## src/rtl/instruction_sequencer.sv

```systemverilog
// Program buffer and fetch sequencer feeding the cpu's current_instruction input.
// A host loads words into the internal program memory while the sequencer is
// IDLE or HALTED. start_in begins fetching at start_address_in. The sequencer
// then issues one instruction per clock until it reads a HALT opcode or sees
// stop_in. NOP_INSTRUCTION is driven whenever it is not running.
//
// Ports:
//   clock_in                 system clock, rising edge
//   reset_in                 synchronous active-high reset (memory is not cleared)
//   load_enable_in           write load_data_in to load_address_in (IDLE/HALTED only)
//   load_address_in          program write address
//   load_data_in             program word
//   start_in                 begin execution at start_address_in
//   start_address_in         first fetch address
//   stop_in                  abort a running program
//   current_instruction_out  registered instruction to the cpu
//   program_counter_out      address of the word on current_instruction_out
//   busy_out                 high while in RUN
//   done_out                 one-cycle pulse when HALT is reached
//   instruction_count_out    instructions issued since last start, saturating
module instruction_sequencer #(
    parameter int          ADDR_WIDTH      = 6,
    parameter logic [31:0] NOP_INSTRUCTION = 32'h0000_0005,
    parameter logic [7:0]  HALT_OPCODE     = 8'hFF
) (
    input  logic                  clock_in,
    input  logic                  reset_in,
    input  logic                  load_enable_in,
    input  logic [ADDR_WIDTH-1:0] load_address_in,
    input  logic [31:0]           load_data_in,
    input  logic                  start_in,
    input  logic [ADDR_WIDTH-1:0] start_address_in,
    input  logic                  stop_in,
    output logic [31:0]           current_instruction_out,
    output logic [ADDR_WIDTH-1:0] program_counter_out,
    output logic                  busy_out,
    output logic                  done_out,
    output logic [15:0]           instruction_count_out
);

    localparam int DEPTH = 1 << ADDR_WIDTH;

    typedef enum logic [1:0] {IDLE, RUN, HALTED} state_t;

    state_t                state, state_next;
    logic [31:0]           instruction_next;
    logic [ADDR_WIDTH-1:0] pc_next;
    logic [ADDR_WIDTH-1:0] pc_inc;
    logic                  done_next;
    logic [15:0]           count_next;
    logic [31:0]           fetch_word;

    logic [31:0] mem [0:DEPTH-1];

    // Writes land at the clock edge, so a same-cycle fetch of the same address
    // sees the old contents through the combinational read below.
    always_ff @(posedge clock_in) begin
        if (load_enable_in && state != RUN)
            mem[load_address_in] <= load_data_in;
    end

    // Natural ADDR_WIDTH overflow gives the wrap from the last address to 0.
    assign pc_inc     = program_counter_out + ADDR_WIDTH'(1);
    assign fetch_word = (state == RUN) ? mem[pc_inc] : mem[start_address_in];

    always_ff @(posedge clock_in) begin
        if (reset_in) begin
            state                   <= IDLE;
            current_instruction_out <= NOP_INSTRUCTION;
            program_counter_out     <= '0;
            busy_out                <= 1'b0;
            done_out                <= 1'b0;
            instruction_count_out   <= '0;
        end else begin
            state                   <= state_next;
            current_instruction_out <= instruction_next;
            program_counter_out     <= pc_next;
            busy_out                <= (state_next == RUN);
            done_out                <= done_next;
            instruction_count_out   <= count_next;
        end
    end

    always_comb begin
        state_next       = state;
        instruction_next = NOP_INSTRUCTION;
        pc_next          = program_counter_out;
        done_next        = 1'b0;
        count_next       = instruction_count_out;
        case (state)
            RUN: begin
                if (stop_in) begin
                    state_next = HALTED;
                end else if (fetch_word[7:0] == HALT_OPCODE) begin
                    state_next = HALTED;
                    pc_next    = pc_inc;
                    done_next  = 1'b1;
                end else begin
                    instruction_next = fetch_word;
                    pc_next          = pc_inc;
                    if (instruction_count_out != 16'hFFFF)
                        count_next = instruction_count_out + 16'd1;
                end
            end
            default: begin
                // IDLE and HALTED: start_in wins over stop_in, which is ignored here.
                if (start_in) begin
                    pc_next = start_address_in;
                    if (fetch_word[7:0] == HALT_OPCODE) begin
                        state_next = HALTED;
                        done_next  = 1'b1;
                        count_next = 16'd0;
                    end else begin
                        state_next       = RUN;
                        instruction_next = fetch_word;
                        count_next       = 16'd1;
                    end
                end
            end
        endcase
    end

endmodule
```

## config.mk

```make
export PLATFORM = sky130hd
export DESIGN_NAME = instruction_sequencer
export DESIGN_NICKNAME = d
export VERILOG_FILES = /design/src/rtl/instruction_sequencer.sv
export SDC_FILE = /design/constraint.sdc
export NUM_CORES = 2
export LEC_CHECK = 0
export BUFFER_PORTS_ARGS = -buffer_cell sky130_fd_sc_hd__buf_2
export CAP_MARGIN = 20
export CELL_PAD_IN_SITES_DETAIL_PLACEMENT = 1
export CELL_PAD_IN_SITES_GLOBAL_PLACEMENT = 1
export CORE_MARGIN = 3
export CORE_UTILIZATION = 30
export CTS_BUF_LIST = sky130_fd_sc_hd__clkbuf_16
export DETAILED_ROUTE_END_ITERATION = 7
export PLACE_DENSITY_LB_ADDON = 0.1
export SYNTH_ARGS = -nofsm -noshare
export SYNTH_HDL_FRONTEND = slang
export SYNTH_SLANG_ARGS = --single-unit
```

## constraint.sdc

```tcl
create_clock -name clock_in -period 4.6 [get_ports clock_in]
set_clock_uncertainty 0.1 [all_clocks]
set_input_delay 0.46 -clock clock_in [delete_from_list [all_inputs] [get_ports clock_in]]
set_output_delay 0.46 -clock clock_in [all_outputs]
set_load 0.005 [all_outputs]
```

==> results by group <==
Status
  • Status: completed

Synthesis
  • Synth Warn #: 0
  • Post-Syn Nets: 4,592
  • Async SR Flop Fraction: 0%
  • Post-synthesis cell count: ~4,500
  • Synth Flop Type: edfxtp_1
  • Avg Inst Size Synth: 21.3 sq um
  • Sequential element share of the synthesized area: 64.6%
  • Number of synthesized flops with an enable pin: 2,048
  • Yosys reg bits: 2,106
  • Mapped Area: roughly 97,000 sq um
  • Netlist cell types: 70

Die
  • Initial Util: ~30%
  • Row count: 208
  • Core Box Area: 321,000 sq um
  • Die area: 330,000 sq um
  • I/O Pins: 105
  • Vert. Die Dim: 574 um
  • Chip Width: 574 um

Layout
  • Layout cells sized above 1: 40.7%
  • Area growth, synth to finish: 17.0%
  • Register Area: about 63,000 sq um
  • Filler cells: 31,100
  • Area of the multi-input gates: 33,000 sq um
  • Final-stage net count: 4,947

Power
  • Leakage: 34.9 nW
  • Worst vdd ir: 0.000308 V
  • Power Density: 402 nW/um^2

Timing
  • Setup violators final: 0
  • F_max: ~240 MHz
  • Unrepaired setup endpoints after global routing: no
  • Slew margin rel.: around 21%
  • Tcrit/Tclk final: between 80% and 90%
  • Fin. max-slew vios: 0
  • Final hold vios: 0
  • Final setup margin: 464 ps
  • Worst-margin pin slew: 1190 ps
  • TNS Setup: 0 ps
  • Tmin final: between 4000 and 5000 ps

Worst setup path
  • Family with the most delay on the worst path: simple AND/OR/NAND/NOR gates
  • CP Buf/Inv Count: 2
  • Crit. End Element: register
  • WP data arrival: 4900 ps
  • Worst-path maximum fanout: 14
  • Setup CP Type: register to register
  • Crit path largest cell delay: 670 ps
  • Slowest stage cell on the critical path: nor2_4
  • R2R cell count: 12
  • Worst EP required: 5370 ps
  • CP cell instances: buf_4, and3_1, nand3_4, xnor2_4, nor2_4, nand4_1, nand4_1, nand2_1, or4_4, a221oi_4, buf_4, a221o_1
  • Worst setup SP type: register
  • Critical path depth: 12

Placed design
  • DP HPWL: 218 mm
  • Dpl ws: 411 ps
  • Gp weighted congestion: 0.777
  • Port bufs: ~100

Global routing
  • Vias in the first global route: ~57,000
  • Initial antenna violation count: 28
  • Grt ovf: 0
  • Largest net degree at the start of global routing: 128
  • First-pass GRT wire length: 519 mm
  • Tot GR Track Use: between 20 and 25%

Detailed routing
  • DRC viols: 0
  • DR pass1 iterations: 6
  • Drt total wl: 381 mm
  • 1st-iter DRT viols: 5,994
  • Vias: 54,000
  • Avg WL per Cell: 40.6 um
  • Post-route antenna net violation count: 0
  • Via-per-instance ratio: 5.74

Hold path
  • Hold Crit Class: input pin to register
  • Hold path cells: 5

Clock tree
  • Max clock buf depth: 4
  • Clk sink count: 2,106
  • CTS root buffer: clkbuf_16
  • Post-CTS setup buffers: 0
  • Clk slew on worst S/H paths: about 60 ps
  • CTS Buf Count: between 200 and 250
  • Worst-skew pair later-pin latency: 930 ps
  • Htree depth: 4
  • CTS tree: yes

Run
  • Max-cap violations: 0
==> tightest hold or removal path, cell delays in order <==
cell and delay (ps):
buf_8 190, a21oi_1 190, nor2_1 50, a21oi_1 110
nor2_1 40
==> synthesized netlist by cell type (3+ instances only) <==
| master | n | area [sq um] |
|---|---|---|
| o22ai_1 | 3 | 18.8 |
| buf_1 | 73 | 274 |
| buf_6 | 25 | 282 |
| or2_2 | 4 | 25.0 |
| edfxtp_1 | 2048 | 61500 |
| nand3_1 | 123 | 616 |
| mux4_2 | 1204 | 27100 |
| nand3_4 | 3 | 52.6 |
| a221o_2 | 3 | 33.8 |
| a22oi_1 | 49 | 368 |
| nand3b_1 | 3 | 22.5 |
| a21oi_1 | 30 | 150 |
| buf_4 | 26 | 195 |
| a221o_1 | 11 | 110 |
| mux2i_1 | 83 | 831 |
| clkbuf_1 | 102 | 383 |
| nor4_1 | 12 | 75.1 |
| nand2_1 | 237 | 890 |
| o211ai_1 | 7 | 52.6 |
| a32oi_1 | 9 | 78.8 |
| and3_1 | 15 | 93.8 |
| nor3_1 | 6 | 30.0 |
| a311oi_1 | 3 | 26.3 |
| nand4_1 | 26 | 163 |
| dfxtp_1 | 58 | 1160 |
| mux2_2 | 3 | 33.8 |
| nor2b_1 | 22 | 138 |
| o41ai_1 | 3 | 26.3 |
| buf_2 | 120 | 601 |
| inv_1 | 3 | 11.3 |
| o21ai_0 | 11 | 55.1 |
| or3_1 | 12 | 75.1 |
| nand2b_1 | 4 | 25.0 |
| a211oi_1 | 6 | 45.0 |
| a31oi_1 | 12 | 75.1 |
| mux4_1 | 11 | 289 |
| nor2_1 | 125 | 469 |
==> cells by family after synthesis <==
family | Yosys count | synth area share (%)
flip-flops | 2106 | 64.6
XOR/XNOR | 9 | 0.163
multiplexers | 1301 | 29.2
adder cells (fa/ha/maj) | 2 | 0.0258
AO/OA/AOI/OAI | 164 | 1.25
AND/OR/NAND/NOR | 603 | 2.87
buffers and inverters | 356 | 1.90
==> path summary, 6_finish.rpt <==
path	from	end	slack, ps
min	start_address_in[2]	program_counter_out[2]	110
min reg2reg	state[0]	state[1]	470
max	program_counter_out[3]	instruction_count_out[10]	460
max reg2reg	program_counter_out[3]	instruction_count_out[10]	460
==> cells in the final DEF (no fill, tap or decap), drive strengths merged, types with 36 or more instances in the layout <==
| master | count |
|---|---|
| dlygate4sd3 | 36 |
| edfxtp | 2048 |
| mux2i | 83 |
| a22oi | 49 |
| mux4 | 1215 |
| inv | 47 |
| clkinv | 129 |
| clkbuf | 244 |
| nand3 | 126 |
| buf | 427 |
| dfxtp | 58 |
| nor2 | 128 |
| nand2 | 237 |
==> flip-flops by register name, indices dropped and copies added, names as in the netlist <==
signal and cells:
mem 2048, current_instruction_out 32, instruction_count_out 16, program_counter_out 6
state 2, busy_out 1, done_out 1
==> where the power goes <==
group / internal [W] / switching (W) / total, W
logic: 0.00255 / 0.00310 / 0.00565
registers: 0.0211 / 0.0000824 / 0.0212
clock network: 0.0106 / 0.00820 / 0.0188
==> through the flow <==
| step | hold slack (ps) | std cells | area (sq um) | util [%] | power [W] |
|---|---|---|---|---|---|
| final | 112 | 9406 | 113000 | 35.3 | 0.0456 |
| after global routing | 125 | 9403 | 113000 | 35.3 | 0.0472 |
| after detailed placement | 425 | 8891 | 105000 | 32.6 | 0.0273 |
| after floorplan | 373 | 4541 | 96900 | - | 0.0252 |
| after global placement | 420 | 8890 | 105000 | 32.6 | 0.0273 |
| after CTS | 42.9 | 9342 | 113000 | 35.0 | 0.0462 |
==> routing by layer <==
metal	routed length, um	vias to the layer above	global-route usage, %
met4	9850	0	5.42
met5	0	-	0
met2	186000	1954	37.8
li1	-	20700	-
met1	166000	30900	32.0
met3	19700	458	2.90
==> final cells by class <==
cell class | count | share of cell area (%)
clock buffers | 243 | 5.36
multi-input cells | 2079 | 29.1
clock inverters | 202 | 1.34
well taps | 4305 | 4.75
diodes | 4 | 0.00882
flip-flops and latches | 2106 | 55.2
repair buffers | 464 | 4.18
inverters | 3 | 0.00993
==> timing repair <==
item | in CTS | in global routing
hold buffers | 6 | 30
resized for setup | 0 | 0
hold endpoints to repair | 30 | 1144
Note: power is estimated with default switching activity, not from simulation.
